## config.mk

```make
export PLATFORM = sky130hd
export DESIGN_NAME = frame_serializer
export DESIGN_NICKNAME = d
export VERILOG_FILES = /design/src/rtl/serial_pkg.sv /design/src/rtl/bit_shifter.sv /design/src/rtl/frame_serializer.sv
export SDC_FILE = /design/constraint.sdc
export NUM_CORES = 1
export LEC_CHECK = 0
export CAP_MARGIN = 0
export CORE_ASPECT_RATIO = 1.25
export CORE_UTILIZATION = 50
export DETAILED_ROUTE_END_ITERATION = 10
export GPL_ROUTABILITY_DRIVEN = 0
export HOLD_SLACK_MARGIN = 0.02
export PLACE_DENSITY = 0.77
export SYNTH_ARGS = -nofsm -noshare
export SYNTH_HDL_FRONTEND = slang
export SYNTH_SLANG_ARGS = --single-unit
```

## constraint.sdc

```tcl
create_clock -name clk -period 4.3 [get_ports clk]
set_clock_uncertainty 0.05 [all_clocks]
set_input_delay 0.86 -clock clk [delete_from_list [all_inputs] [get_ports clk]]
set_output_delay 0.86 -clock clk [all_outputs]
set_load 0.02 [all_outputs]
```

## src/rtl/serial_pkg.sv

```systemverilog
// serial_pkg: shared state encoding and defaults for the frame serializer.
package serial_pkg;
  typedef enum logic [2:0] {
    S_IDLE,
    S_LOAD,
    S_PRE,
    S_DATA,
    S_GAP
  } state_t;
  localparam logic [7:0] PREAMBLE_DEF = 8'hA5;
  localparam int GAP_DEF = 2;
endpackage

```

## src/rtl/bit_shifter.sv

```systemverilog
// bit_shifter: LSB-first byte serializer with a 3-bit position counter.
module bit_shifter (
  input  logic       clk,
  input  logic       rst,
  input  logic       load_pre,
  input  logic [7:0] preamble,
  input  logic       load_byte,
  input  logic [7:0] byte_in,
  output logic       bit_out,
  output logic       bit_valid,
  output logic       valid_nxt,
  output logic       last,
  output logic       penult
);
  logic [7:0] sr, sr_nxt;
  logic [2:0] cnt, cnt_nxt;
  // The shift register is zeroed whenever no bit is valid, so bit_out is a plain flop bit.
  always_comb begin
    valid_nxt = load_pre || load_byte || (bit_valid && cnt != 3'd7);
    cnt_nxt = (load_pre || load_byte || !valid_nxt) ? 3'd0 : cnt + 3'd1;
    sr_nxt = load_pre ? preamble : load_byte ? byte_in : valid_nxt ? {1'b0, sr[7:1]} : 8'd0;
  end
  always_ff @(posedge clk) begin
    if (rst) begin
      sr <= '0;
      cnt <= '0;
      bit_valid <= 1'b0;
    end else begin
      sr <= sr_nxt;
      cnt <= cnt_nxt;
      bit_valid <= valid_nxt;
    end
  end
  assign bit_out = sr[0];
  assign last = bit_valid && cnt == 3'd7;
  assign penult = bit_valid && cnt == 3'd6;
endmodule

```

## src/rtl/frame_serializer.sv

```systemverilog
// frame_serializer: frames a byte stream as preamble + payload bits for a downstream scrambler.
module frame_serializer
  import serial_pkg::*;
#(
  parameter logic [7:0] PREAMBLE = PREAMBLE_DEF,
  parameter int GAP_CYCLES = GAP_DEF
) (
  input  logic       clk,
  input  logic       rst,
  input  logic       start,
  input  logic [7:0] frame_len,
  input  logic [6:0] seed_in,
  input  logic [7:0] byte_data,
  input  logic       byte_valid,
  output logic       byte_ready,
  output logic       load,
  output logic [6:0] seed,
  output logic       bit_out,
  output logic       bit_valid,
  output logic       busy,
  output logic       underrun
);
  state_t state, state_nxt;
  logic [7:0] len_q, acc, sent, hold_data, acc_nxt, sent_nxt;
  logic [3:0] gap_cnt;
  logic hold_full, hold_full_nxt;
  logic go, hs, need, load_byte, byp, stalled;
  logic sh_last, sh_penult, vld_nxt, need_nxt, ready_nxt, underrun_nxt;
  always_comb begin
    go = state == S_IDLE && start && frame_len != 8'd0;
    hs = byte_valid && byte_ready;
    need = (state == S_PRE || state == S_DATA) && (bit_valid ? sh_last && sent < len_q : 1'b1);
    load_byte = need && (hold_full || hs);
    byp = load_byte && !hold_full;
    stalled = state == S_DATA && !bit_valid;
  end
  always_ff @(posedge clk) begin
    if (rst) state <= S_IDLE;
    else state <= state_nxt;
  end
  always_comb begin
    state_nxt = state;
    case (state)
      S_IDLE:  state_nxt = go ? S_LOAD : S_IDLE;
      S_LOAD:  state_nxt = S_PRE;
      S_PRE:   state_nxt = sh_last ? S_DATA : S_PRE;
      S_DATA:  state_nxt = sh_last && sent == len_q ? S_GAP : S_DATA;
      S_GAP:   state_nxt = gap_cnt == 4'(GAP_CYCLES - 1) ? S_IDLE : S_GAP;
      default: state_nxt = S_IDLE;
    endcase
  end
  // Outputs are registered, so each is derived from the values the next cycle will hold.
  always_comb begin
    acc_nxt = go ? 8'd0 : acc + {7'd0, hs};
    sent_nxt = go ? 8'd0 : sent + {7'd0, load_byte};
    hold_full_nxt = (hold_full && !load_byte) || (hs && !byp);
    need_nxt = vld_nxt ? sh_penult && sent_nxt < len_q : state_nxt == S_DATA;
    ready_nxt = (state_nxt == S_PRE || state_nxt == S_DATA) && acc_nxt < len_q &&
                (!hold_full_nxt || need_nxt);
    underrun_nxt = state_nxt == S_DATA && !vld_nxt && !stalled;
  end
  always_ff @(posedge clk) begin
    if (rst) begin
      len_q <= '0;
      acc <= '0;
      sent <= '0;
      hold_full <= 1'b0;
      hold_data <= '0;
      gap_cnt <= '0;
      byte_ready <= 1'b0;
      load <= 1'b0;
      seed <= '0;
      busy <= 1'b0;
      underrun <= 1'b0;
    end else begin
      len_q <= go ? frame_len : len_q;
      acc <= acc_nxt;
      sent <= sent_nxt;
      hold_full <= hold_full_nxt;
      hold_data <= (hs && !byp) ? byte_data : hold_data;
      gap_cnt <= state == S_GAP ? gap_cnt + 4'd1 : 4'd0;
      byte_ready <= ready_nxt;
      load <= go;
      seed <= go ? seed_in : 7'd0;
      busy <= state_nxt != S_IDLE;
      underrun <= underrun_nxt;
    end
  end
  bit_shifter u_shifter (
    .clk(clk),
    .rst(rst),
    .load_pre(state == S_LOAD),
    .preamble(PREAMBLE),
    .load_byte(load_byte),
    .byte_in(hold_full ? hold_data : byte_data),
    .bit_out(bit_out),
    .bit_valid(bit_valid),
    .valid_nxt(vld_nxt),
    .last(sh_last),
    .penult(sh_penult)
  );
endmodule

```

# After elaboration in Yosys (flattened, before gate mapping)
# Index checks and enable logic that the tools add are counted.
classes:
  add_sub_neg: 4
  n_lt_le_gt_ge: 3
  mux: 13
  n_bitwise: 2
  reduce_logical: 41
  eq_ne: 11
op_table:
  columns: ["cell", "n"]
  rows:
  - ["$mux W8", 5]
  - ["$lt A8 B8 Y1", 3]
  - ["$logic_and A1 B1 Y1", 19]
  - ["$add A8 B1 Y8", 2]
  - ["$pmux W3 S5", 1]
  - ["$eq A3 B2 Y1 const B", 4]
  - ["$eq A3 B3 Y1 const B", 3]
  - ["$eq A8 B8 Y1", 1]
  - ["$logic_or A1 B1 Y1", 8]
  - ["$reduce_bool A8 Y1", 1]
  - ["$reduce_or A2 Y1", 4]
  - ["$logic_not A1 Y1", 7]
  - ["$mux W7", 1]
  - ["$mux W3", 2]
  - ["$add A4 B1 Y4 const B", 1]
  - ["$eq A4 B1 Y1 const B", 1]
  - ["$mux W1", 4]
  - ["$add A3 B1 Y3 const B", 1]
  - ["$eq A3 B1 Y1 const B", 1]
  - ["$logic_not A3 Y1", 1]
  - ["$ne A3 B3 Y1 const B", 1]
  - ["$reduce_bool A3 Y1", 1]
  - ["$not A1 Y1", 2]
word_totals:
  word_cells: 90
  inputBits: 27
  ff_bits: 63

# Logic depth before layout (Yosys ltp)
logic_depth:
  depth_word: 13
  mapped_depth: 22

# Modules after synthesis
# From an unflattened synthesis, not the netlist that was laid out.
hier_totals:
  cells_unflattened: 358
  hier_area_um2: 3254.4
modules_own_cells:
  columns: ["mod", "cells_per_inst", "area_per_inst_um2", "n_inst"]
  rows:
  - ["frame_serializer", 297, 2642.5, 1]
  - ["bit_shifter", 61, 611.8, 1]

# Worst setup path before layout
# Ideal clock, no wire load.
synth_timing:
  path_kind: "register -> register"
  start: "reg len_q[1]"
  end: "reg byte_ready"
  t_arrival_ns: 3.257
  period_less_slack_ns: 3.377
  n_path_buf: 0
  slack_ns: 0.923
  setup_time_ns: 0.070
  stages_incl_launch_ff: 21
  required_time_ns: 4.180
  cell_sequence: "dfxtp_1 -> inv_1 -> ha_1 -> nor2b_1 -> o211ai_1 -> a21oi_1 -> o21ai_1 -> nand2_1 -> nor2_1 -> ha_1 -> ha_1 -> nand2_1 -> or2_2 -> xor2_1 -> nor2_1 -> ha_1 -> nand2_1 -> o21ai_0 -> o41ai_1 -> mux2i_1 -> a21oi_1"
synth_via:
  elab_chain_len: 12
synth_rtl:
  columns: ["element", "line", "rtl"]
  rows:
  - ["start, declared", "frame_serializer.sv:24", "logic [7:0] len_q, acc, sent, hold_data, acc_nxt, sent_nxt;"]
  - ["start signal, assigned", "frame_serializer.sv:76", "len_q <= go ? frame_len : len_q;"]
  - ["$lt A8 B8 Y1", "frame_serializer.sv:32", "need = (state == S_PRE || state == S_DATA) && (bit_valid ? sh_last && sent < len_q : 1'b1);"]
  - ["$logic_and A1 B1 Y1", "frame_serializer.sv:32", null]
  - ["$mux W1", "frame_serializer.sv:32", null]
  - ["$logic_and A1 B1 Y1", "frame_serializer.sv:32", null]
  - ["$logic_and A1 B1 Y1", "frame_serializer.sv:33", "load_byte = need && (hold_full || hs);"]
  - ["$add A8 B1 Y8", "frame_serializer.sv:55", "sent_nxt = go ? 8'd0 : sent + {7'd0, load_byte};"]
  - ["$mux W8", "frame_serializer.sv:55", null]
  - ["net sent_nxt[6]", "frame_serializer.sv:24", null]
  - ["$lt A8 B8 Y1", "frame_serializer.sv:57", "need_nxt = vld_nxt ? sh_penult && sent_nxt < len_q : state_nxt == S_DATA;"]
  - ["$logic_and A1 B1 Y1", "frame_serializer.sv:57", null]
  - ["$mux W1", "frame_serializer.sv:57", null]
  - ["$logic_or A1 B1 Y1", "frame_serializer.sv:59", "(!hold_full_nxt || need_nxt);"]
  - ["$logic_and A1 B1 Y1", "frame_serializer.sv:58", "ready_nxt = (state_nxt == S_PRE || state_nxt == S_DATA) && acc_nxt < len_q &&"]
  - ["end signal, assigned", "frame_serializer.sv:82", "byte_ready <= ready_nxt;"]
  - ["end, declared", "frame_serializer.sv:15", "output logic byte_ready,"]
# The timed path passes the listed nets, and every way through them passes these cells.
# A chain may end at the register's enable or synchronous reset.

# Worst setup path in the final report
layout_timing:
  start: "reg u_shifter.cnt[0]"
  end: "reg byte_ready"
layout_via:
  elab_chain_len: 13
layout_rtl:
  columns: ["element", "line", "rtl"]
  rows:
  - ["start, declared", "bit_shifter.sv:16", "logic [2:0] cnt, cnt_nxt;"]
  - ["start signal, assigned", "bit_shifter.sv:30", "cnt <= cnt_nxt;"]
  - ["$eq A3 B3 Y1", "bit_shifter.sv:35", "assign last = bit_valid && cnt == 3'd7;"]
  - ["$logic_and A1 B1 Y1", "bit_shifter.sv:35", null]
  - ["$logic_and A1 B1 Y1", "frame_serializer.sv:32", null]
  - ["$mux W1", "frame_serializer.sv:32", null]
  - ["$logic_and A1 B1 Y1", "frame_serializer.sv:32", null]
  - ["$logic_and A1 B1 Y1", "frame_serializer.sv:33", null]
  - ["$add A8 B1 Y8", "frame_serializer.sv:55", null]
  - ["$mux W8", "frame_serializer.sv:55", null]
  - ["net sent_nxt[6]", "frame_serializer.sv:24", null]
  - ["$lt A8 B8 Y1", "frame_serializer.sv:57", null]
  - ["$logic_and A1 B1 Y1", "frame_serializer.sv:57", null]
  - ["$mux W1", "frame_serializer.sv:57", null]
  - ["$logic_or A1 B1 Y1", "frame_serializer.sv:59", null]
  - ["$logic_and A1 B1 Y1", "frame_serializer.sv:58", null]
# The timed path passes the listed nets, and every way through them passes these cells.

==> PnR_summary.wiki <==
{| class="wikitable"
! Metric !! Value
|-
| Yosys top cell area share || 41.4%
|-
| Maximum resistive drop on vdd || 219 µV
|-
| Post-CTS setup repair buffer count || 0
|-
| Row cnt || 31
|-
| Library cell contributing the largest single delay on the critical path || sky130_fd_sc_hd__o41ai_1
|-
| Inserted Clock Buffers || 9
|-
| Top-level port count || 40
|-
| Distinct cell type count of the synthesized netlist || 41
|-
| Depth of the worst register-to-register path || 20
|-
| Endpoint of the worst register-to-register path || byte_ready
|-
| Path type of the worst min-delay path || reg -> reg
|-
| Highest Clock Rate || 255 MHz
|-
| Number of cells on the worst hold path || 2
|-
| Data arrival, critical path || 4.15 ns
|-
| Share of power burned in combinational logic || 14.1%
|-
| Post-cts resize count || 0
|-
| Transition time at the pin with the least slew margin || 0.968 ns
|-
| Critical Path, Cell by Cell || ha_1, ha_1, nand2_1, nor2_1, nand3_1, o21ai_1, nand2_1, nor2_1, ha_1, ha_1, nand2_1, or2_2, xor2_1, nor2_1, ha_1, nand2_1, o21ai_0, o41ai_1, mux2i_1, a21oi_1
|-
| Power, Total || 1.25 mW
|-
| Flop pwr share || 49.3%
|-
| Ranking of synthesized cells by instance count || sky130_fd_sc_hd__dfxtp_1 (63), sky130_fd_sc_hd__nor2_1 (45), sky130_fd_sc_hd__ha_1 (31)
|-
| Warnings, synthesis || 0
|-
| End of the worst hold path || u_shifter.sr[3]
|-
| Overflow left after global routing || 0
|-
| Antenna diode instance count || 0
|-
| Initial standard-cell utilization of the core || 52.3%
|-
| Maximum cell stage delay along the critical path || 0.38 ns
|-
| Internal power summed over all cells || 0.909 mW
|-
| Horizontal extent of the die || 71.8 µm
|-
| Area enclosed by the die boundary || 6400 µm²
|-
| Origin of the worst min-delay path || u_shifter.sr[4]
|-
| Reg-to-reg critical path startpoint || u_shifter.cnt[0]
|-
| Cell type contributing the most total cell area after synthesis || sky130_fd_sc_hd__dfxtp_1
|-
| Setup repair after global routing missed its margin || false
|-
| Total number of vias || 2408
|-
| Most frequent cell after synthesis || sky130_fd_sc_hd__dfxtp_1
|-
| Post-synthesis sequential area ratio || 41.4%
|-
| CP Launch Type || register
|-
| Flop and latch count out of synthesis || 63
|-
| Wirelength per Cell || 13.6 µm
|-
| Number of clock sinks || 63
|-
| Number of design-rule violations left by the first detailed-router iteration || 124
|-
| Switching pwr || 0.338 mW
|-
| Kind of end point of the critical path || register
|-
| Number of input and output port buffers inserted || 39
|-
| Relative max-transition margin || 35.3%
|-
| Portion of total power attributed to the clock network || 36.6%
|-
| TritonCTS clock tree || done
|-
| Outcome || finished clean
|-
| Switching part of the total power || 27.1%
|-
| Fraction of layout cells with a size suffix above 1 || 6.61%
|-
| Y dimension of the die || 89.2 µm
|-
| Mean instance size in the synthesized netlist || 9.22 µm²
|-
| Total of fill cells in the finished design || 487
|-
| Number of global-route vias before repair || 2388
|-
| CTS Root Cell || sky130_fd_sc_hd__clkbuf_8
|-
| Tcrit/Tclk final || 91.3%
|-
| Htree depth || 3
|-
| Family with the most delay on the worst path || adder cells
|-
| Async set-reset flop share out of synthesis || 0%
|-
| Number of antenna violations at the first check in global routing || 0
|-
| Pin count of the biggest net entering global routing || 29
|-
| Sum of routed wire length over all layers || 6030 µm
|-
| Minimum clock period after layout || 3.92 ns
|-
| Top fanout value on the critical path || 4
|-
| Final setup violation count || 0
|-
| Via-per-instance ratio || 5.42
|-
| ANT nets after route || 0
|-
| Leakage power summed over all cells || 1.53 nW
|-
| Number of search-and-repair iterations in the first detailed-routing pass || 4
|-
| Hold Violations, Final || 0
|-
| Top flip-flop cell by instance count after synthesis || sky130_fd_sc_hd__dfxtp_1
|-
| Gate count of the mapped netlist || 330
|-
| Library cell appearing most often on the critical path || sky130_fd_sc_hd__ha_1
|-
| Area Overhead vs Synth || 21.5%
|-
| Combined global-route utilization of all metal layers || 21.3%
|-
| Worst setup slack for register-to-register paths || 0.38 ns
|-
| Half-perimeter wire length of the detailed placement result || 4510 µm
|-
| Fin Hold WS || 0.376 ns
|-
| Final-report max-slew violation count || 0
|-
| Count of hold buffers inserted by post-cts repair || 0
|-
| Worst endpoint required time || 4.53 ns
|-
| Clock-pin slew on the worst setup and hold paths || 0.07 ns
|-
| Area of the placeable core || 5820 µm²
|-
| Source-to-sink clock delay at the later pin of the worst-skew pair || 0.35 ns
|-
| Count of maximum capacitance violations || 0
|-
| Critical path type || reg -> reg
|-
| Clock Tree Buf Depth || 2
|-
| First-pass GRT wire length || 10300 µm
|-
| Combined area of all synthesized cells || 3040 µm²
|-
| Final TNS setup || 0 ns
|-
| Combined buffer and inverter count along the critical path || 0
|-
| Post-route DRC || 0
|-
| Cells taking the most area after synthesis || sky130_fd_sc_hd__dfxtp_1 (41%), sky130_fd_sc_hd__ha_1 (13%), sky130_fd_sc_hd__mux2i_1 (7.9%), sky130_fd_sc_hd__nor2_1 (5.6%), sky130_fd_sc_hd__xor2_1 (2.9%)
|-
| End-of-flow core utilization || 63.5%
|-
| Post-synth EDFFs || 0
|-
| Nets in the synthesized netlist || 388
|-
| Layout net count || 431
|-
| PwrDens || 337 nW/µm²
|}
## stage by stage
step	setup WS (ns)	cell area [µm²]	cells
after CTS	0.378	3700	444
after global placement	0.419	3520	428
after floorplan	0.923	3040	330
after global routing	0.00561	3700	444
after detailed placement	0.322	3520	428
final	0.375	3700	444
## worst reg2reg max path: stages (launching register included)
cell and delay, ns:
sky130_fd_sc_hd__dfxtp_1 0.36, sky130_fd_sc_hd__ha_1 0.17, sky130_fd_sc_hd__ha_1 0.23, sky130_fd_sc_hd__nand2_1 0.15, sky130_fd_sc_hd__nor2_1 0.12, sky130_fd_sc_hd__nand3_1 0.14
sky130_fd_sc_hd__o21ai_1 0.25, sky130_fd_sc_hd__nand2_1 0.12, sky130_fd_sc_hd__nor2_1 0.11, sky130_fd_sc_hd__ha_1 0.20, sky130_fd_sc_hd__ha_1 0.23, sky130_fd_sc_hd__nand2_1 0.06
sky130_fd_sc_hd__or2_2 0.28, sky130_fd_sc_hd__xor2_1 0.18, sky130_fd_sc_hd__nor2_1 0.07, sky130_fd_sc_hd__ha_1 0.32, sky130_fd_sc_hd__nand2_1 0.06, sky130_fd_sc_hd__o21ai_0 0.10
sky130_fd_sc_hd__o41ai_1 0.38, sky130_fd_sc_hd__mux2i_1 0.11, sky130_fd_sc_hd__a21oi_1 0.16
## cell families after synthesis
kind of cell,count (synthesis),share of synthesized area [%]
XOR/XNOR,14,4.03
AO/OA/AOI/OAI,35,7.28
adder cells (fa/ha/maj),32,13.1
flip-flops,63,41.4
AND/OR/NAND/NOR,137,22.9
multiplexers,25,8.26
buffers and inverters,24,3.04
## registers in the layout, indices dropped and copies added (netlist names), 3 cells and up
name and cells:
acc 8, hold_data 8, len_q 8, sent 8, u_shifter.sr 8, seed 7
gap_cnt 4, state 3, u_shifter.cnt 3
## per-layer routing
metal / global-route usage (%) / vias to the layer above / share of wire (%)
li1: - / 1245 / -
met2: 38.9 / 43 / 51
met5: 0 / - / 0
met1: 21.9 / 1104 / 42
met3: 4.74 / 16 / 2.8
met4: 14.4 / 0 / 3.8
## worst max-delay path by stage
stage	from	endpoint	slack, ns	cells past startpoint
after global routing	u_shifter.cnt[0]	byte_ready	0.006	20
after CTS	u_shifter.cnt[0]	byte_ready	0.38	20
after floorplan	len_q[1]	byte_ready	0.92	20
after global placement	byte_valid	byte_ready	0.42	16
after detailed placement	byte_valid	byte_ready	0.32	16
final	u_shifter.cnt[0]	byte_ready	0.38	20
## placed cells by master (no fill, tap or decap), types with 4 or more instances in the layout
cell type / n
sky130_fd_sc_hd__inv_1: 11
sky130_fd_sc_hd__nand3_1: 12
sky130_fd_sc_hd__a21oi_1: 12
sky130_fd_sc_hd__clkbuf_8: 10
sky130_fd_sc_hd__nor4_1: 8
sky130_fd_sc_hd__nand2_1: 14
sky130_fd_sc_hd__mux2i_1: 24
sky130_fd_sc_hd__ha_1: 31
sky130_fd_sc_hd__and2_1: 9
sky130_fd_sc_hd__nor2_1: 45
sky130_fd_sc_hd__nand3b_1: 5
sky130_fd_sc_hd__xnor2_1: 4
sky130_fd_sc_hd__dfxtp_1: 63
sky130_fd_sc_hd__nand4_1: 6
sky130_fd_sc_hd__buf_4: 6
sky130_fd_sc_hd__clkdlybuf4s50_1: 39
sky130_fd_sc_hd__nor2b_1: 10
sky130_fd_sc_hd__o21ai_0: 7
sky130_fd_sc_hd__nor3_1: 15
sky130_fd_sc_hd__xor2_1: 10
## power by group through the flow
| stage | logic, mW | clock network (mW) | registers, mW |
|---|---|---|---|
| after CTS | 0.177 | 0.469 | 0.615 |
| final | 0.176 | 0.457 | 0.615 |
| after global placement | 0.173 | 0 | 0.628 |
| after global routing | 0.194 | 0.492 | 0.617 |
| after floorplan | 0.0981 | 0 | 0.635 |
| after detailed placement | 0.176 | 0 | 0.628 |
## cell type report
type / instances / area (µm²) / area share [%]
clock buffers: 11 / 141 / 3.83
clock inverters: 5 / 33.8 / 0.914
inverters: 11 / 41.3 / 1.12
multi-input cells: 243 / 1700 / 46.0
flip-flops and latches: 63 / 1260 / 34.1
well taps: 66 / 82.6 / 2.23
repair buffers: 45 / 435 / 11.8
Power figures use the tool's default switching activity.
